`config.mk`:
```
export PLATFORM = sky130hd
export DESIGN_NAME = pc_sequencer
export DESIGN_NICKNAME = d
export VERILOG_FILES = /design/src/rtl/pc_sequencer.sv
export SDC_FILE = /design/constraint.sdc
export NUM_CORES = 1
export LEC_CHECK = 0
export CAP_MARGIN = 30
export CORE_MARGIN = 2
export CORE_UTILIZATION = 45
export CTS_CLUSTER_SIZE = 8
export DETAILED_ROUTE_END_ITERATION = 12
export GPL_TIMING_DRIVEN = 0
export PLACE_DENSITY = 0.81
export SLEW_MARGIN = 0
export SYNTH_ARGS = -nofsm -noshare
export SYNTH_HDL_FRONTEND = slang
export SYNTH_SLANG_ARGS = --single-unit
```
`constraint.sdc`:
```
create_clock -name CLK -period 3.95 [get_ports CLK]
set_input_delay 1.185 -clock CLK [delete_from_list [all_inputs] [get_ports CLK]]
set_output_delay 1.185 -clock CLK [all_outputs]
set_load 0.01 [all_outputs]
```
`src/rtl/pc_sequencer.sv`:
```
// Next-PC controller and program-counter register: sequential, jump and branch targets, busywait hold.
// Optional feature: define PC_BNE_EN to let BNE (taken when ZERO=0) redirect the PC.
module pc_sequencer #(
  parameter logic [31:0] RESET_VECTOR = 32'h0000_0000,
  parameter int          OFFSET_W     = 8
) (
  input  logic                CLK,
  input  logic                RESET,
  input  logic                IMEM_BUSYWAIT,
  input  logic                DMEM_BUSYWAIT,
  input  logic                JUMP,
  input  logic                BRANCH,
  input  logic                BNE,
  input  logic                ZERO,
  input  logic [OFFSET_W-1:0] OFFSET,
  output logic [31:0]         PC,
  output logic [31:0]         PC_PLUS4,
  output logic                FETCH_REQ,
  output logic                STALL,
  output logic                REDIRECT
);

  localparam logic [1:0] INIT = 2'd0;
  localparam logic [1:0] RUN  = 2'd1;
  localparam logic [1:0] HOLD = 2'd2;

  logic [1:0]  state;
  logic [1:0]  state_next;
  logic        busy;
  logic        taken;
  logic        advance;
  logic [31:0] target;

  assign busy     = IMEM_BUSYWAIT | DMEM_BUSYWAIT;
  assign PC_PLUS4 = PC + 32'd4;
  assign STALL    = (state == INIT) | busy;
  // The PC only moves once out of INIT and with both memories ready.
  assign advance  = (state != INIT) & ~busy;

  // Word offset is sign-extended and scaled to bytes; wrap-around is intended.
  assign target = PC_PLUS4 + {{(32-OFFSET_W-2){OFFSET[OFFSET_W-1]}}, OFFSET, 2'b00};

`ifdef PC_BNE_EN
  assign taken = JUMP | (BRANCH & ZERO) | (BNE & ~ZERO);
`else
  assign taken = JUMP | (BRANCH & ZERO);
  logic unused_bne;
  assign unused_bne = BNE;
`endif

  // NOTE: combinational blocks assign a default first so no path leaves a signal unassigned (no latch).
  always_comb begin
    state_next = state;
    case (state)
      INIT:      state_next = RUN;
      RUN, HOLD: state_next = busy ? HOLD : RUN;
      default:   state_next = INIT;
    endcase
  end

  // NOTE: sequential state uses non-blocking assignments so every register samples pre-edge values.
  always_ff @(posedge CLK) begin
    if (!RESET) begin
      state     <= INIT;
      PC        <= RESET_VECTOR;
      FETCH_REQ <= 1'b0;
      REDIRECT  <= 1'b0;
    end else begin
      state     <= state_next;
      FETCH_REQ <= 1'b1;
      REDIRECT  <= advance & taken;
      if (advance) begin
        PC <= taken ? target : PC_PLUS4;
      end
    end
  end

endmodule

```
==> out/results.ini, run 1 <==
[status]
status=finished, final reports clean

[floorplan]
io_pins=83
dieArea_sq_mm=0.009271
die_h_microns=96.29
core_sq_mm=0.008217
die_w_microns=96.29
rows=33
initial_core_util_pct=46.64

[cts]
insertion_delay_ns=0.29
clkTransAtPathRegs_ns=0.07
htreeDepth=2
cts_tree=yes
clock-root-buffer=clkbuf_8
cts_buffers=5
clockBufferDepth=2
cts-hold-fix-buffers=0
cts_sinks=34

[placed_design]
dp_hpwl_mm=8.911
io_buffers=77
gp_congestion=0.9513
post_dp_cell_area_sq_mm=0.004773

[layout]
layout-drive-gt1-share_pct=12.44
final_area_sq_mm=0.005134
nets=665
antenna_cells=0
layout_commonest_cell=clkdlybuf4s50_1
area_delta_synth_final_pct=33.95
final_cell_mix=clkdlybuf4s50_1, a21oi_1, nand2_1

[synth]
synth_flop_cell=dfxtp_1
synth-async-reset-ratio_pct=0
synthesis.area_sq_mm=0.003832
yosysSeqAreaShare_pct=17.76
synth-edff-count=0
avgSynthCellArea_sq_um=7.559
synth.ff_latch_count=34
netlist_instances=507
yosys_warnings=0
synth.distinct_cells=72

[min_path]
hold_class=reg -> reg
hold_depth=2
min_from=PC[7]$_SDFFE_PN0P_

[timing]
finalSetupTns_ns=0
final_max_slew_viol_count=0
max_freq_ghz=0.2590
maxSlewHeadroom_pct=52.09
finalHoldViolCount=0
tightest_slew_ns=0.7187
skew_ns=0.003863
min_period_ns=3.861
setup_viol=0
fin_crit_sh_pct=97.75

[setup_path]
required_ns=2.76
slowest_delay_ns=0.48
cp_max_fo=10
arrival_ns=2.68
worst-r2r-setup-slack_ns=0.20
path_class=in -> out
rr_worst_depth=17
path_cells=clkdlybuf4s50_1 > nor3_4 > inv_4 > clkbuf_8 > clkdlybuf4s50_1
end_kind=output port
setup.worst_path.start_class=primary input
r2r_start=PC[3]$_SDFFE_PN0P_
cp_common_cell=clkdlybuf4s50_1
startpoint=IMEM_BUSYWAIT
slowest_stage=clkdlybuf4s50_1

[detailed_routing]
wirelength_mm=12.24
drt.antenna.violating_nets=0
wl_per_cell_microns=17.09
via_count=4375
drtPass1Iterations=5
first_iter_violations=521
via_per_inst=6.110
drcViolationCount=0

[power_and_ir_drop]
powerDensity_mw_per_mm2=236.9
leakage_uw=0.002332
ir_worst_vdd_mv=0.1439
total_power_uw=1216

[grt]
grt_pass1_vias=3943
grt_max_degree=20
grt_pass1_wl_mm=18.90
grt.total_usage_pct=25.82
antenna_found_initial=0
grt.overflow.total=0

[flow_run]
drv_cap=0

## layout make-up
class / count / area [sq um]
Sequential cell: 34 / 686.9
Tap cell: 105 / 131.4
Fill cell: 704 / 3083
Inverter: 14 / 55.05
Clock buffer: 7 / 86.33
Buffer: 24 / 120.1
Clock inverter: 1 / 5.005
Multi-Input combinational cell: 438 / 3133
Timing Repair Buffer: 93 / 915.9
## stage by stage
step                utilization (%)  hold slack [ns]  worst slack (ns)  instances
floorplan                         -           0.5302            0.4680        510
global placement              57.76           0.5285           -0.8383        692
detailed placement            58.09           0.5244           -0.6269        693
CTS                           60.24           0.5394           -0.1541        705
global route                  62.48           0.5677          -0.07219        716
finish                        62.48           0.5476           0.08886        716
## registers in the layout, summed over array words and instances (netlist names)
register	flops
PC	30
REDIRECT	1
FETCH_REQ	1
state	2
## power breakdown
group,switching (uW),total [uW],leakage (uW),internal [uW]
Combinational,289,531,0.00201,241
Sequential,36.8,404,0.000278,367
Clock,141,282,0.0000482,141
## routing by layer
layer  part of all wire [%]  track usage [%]  vias to the layer above
met5                      0                0                        -
met4                    3.0            8.333                        0
met3                    8.5            3.132                       44
met2                     46            42.48                      243
met1                     42            34.95                     2017
li1                       -                -                     2071
## path summary, 6_finish.rpt
| path | end |
|---|---|
| setup / recovery | STALL |
| hold / removal | PC[7]$_SDFFE_PN0P_ |
| setup reg to reg | PC[29]$_SDFFE_PN0P_ |
| hold reg to reg | PC[7]$_SDFFE_PN0P_ |
## cells in the mapped netlist (2+ instances only)
master | count | area share [%]
a21oi_1 | 62 | 8.1
nand2_1 | 53 | 5.2
nor2_1 | 40 | 3.9
ha_1 | 38 | 12
dfxtp_1 | 34 | 18
o21ai_0 | 30 | 3.9
xnor2_1 | 30 | 6.9
nand3_1 | 19 | 2.5
xor2_1 | 19 | 4.3
a21o_1 | 15 | 2.9
clkbuf_1 | 15 | 1.5
and3_1 | 13 | 2.1
inv_1 | 13 | 1.3
nand4_1 | 10 | 1.6
nor3_1 | 8 | 1.0
a31oi_1 | 6 | 0.98
o21a_1 | 6 | 1.2
o211ai_1 | 5 | 0.98
o221ai_1 | 5 | 1.1
a311oi_1 | 4 | 0.91
and2_1 | 4 | 0.65
and4_1 | 4 | 0.91
buf_4 | 4 | 0.78
a211oi_2 | 3 | 0.98
a22oi_1 | 3 | 0.59
buf_2 | 3 | 0.39
mux2i_1 | 3 | 0.78
nand2b_1 | 3 | 0.49
o21ai_1 | 3 | 0.39
a211oi_1 | 2 | 0.39
a21oi_2 | 2 | 0.46
a41oi_1 | 2 | 0.46
nor3_2 | 2 | 0.52
o21bai_1 | 2 | 0.39
o22ai_1 | 2 | 0.33
o311a_1 | 2 | 0.52
o31a_1 | 2 | 0.46
or3_1 | 2 | 0.33
## cell families after synthesis
family,count (synthesis),share of synthesized area [%]
xor gates and xnor gates,50,11.62
AOI/OAI and AO/OA,173,30.20
adders and majority gates,39,12.93
other,1,0.09785
and+or+nand+nor,168,21.97
muxes,4,1.175
DFF,34,17.76
buffers and inverters,38,4.244
## repair_timing
action,CTS,global route
hold endpoints to repair,0,0
endpoints found under the setup margin,13,16
pin swaps,3,8
setup buffers,4,11
gates resized for setup,20,22
## critical path: cells and delay by family
kind                   cells  cell delay [ns]
buffers and inverters      4             1.22
and+or+nand+nor            1             0.26
(Power assumes the default switching activity.)
==> inputs of run 2 (changes only) <==
--- a/config.mk
+++ b/config.mk
@@ -5,7 +5,7 @@
 export SDC_FILE = /design/constraint.sdc
 export NUM_CORES = 1
 export LEC_CHECK = 0
-export CAP_MARGIN = 30
+export CAP_MARGIN = 20
 export CORE_MARGIN = 2
 export CORE_UTILIZATION = 45
 export CTS_CLUSTER_SIZE = 8
==> results of run 2 <==
Final layout, timing and power as in run 1 (identical DEF).
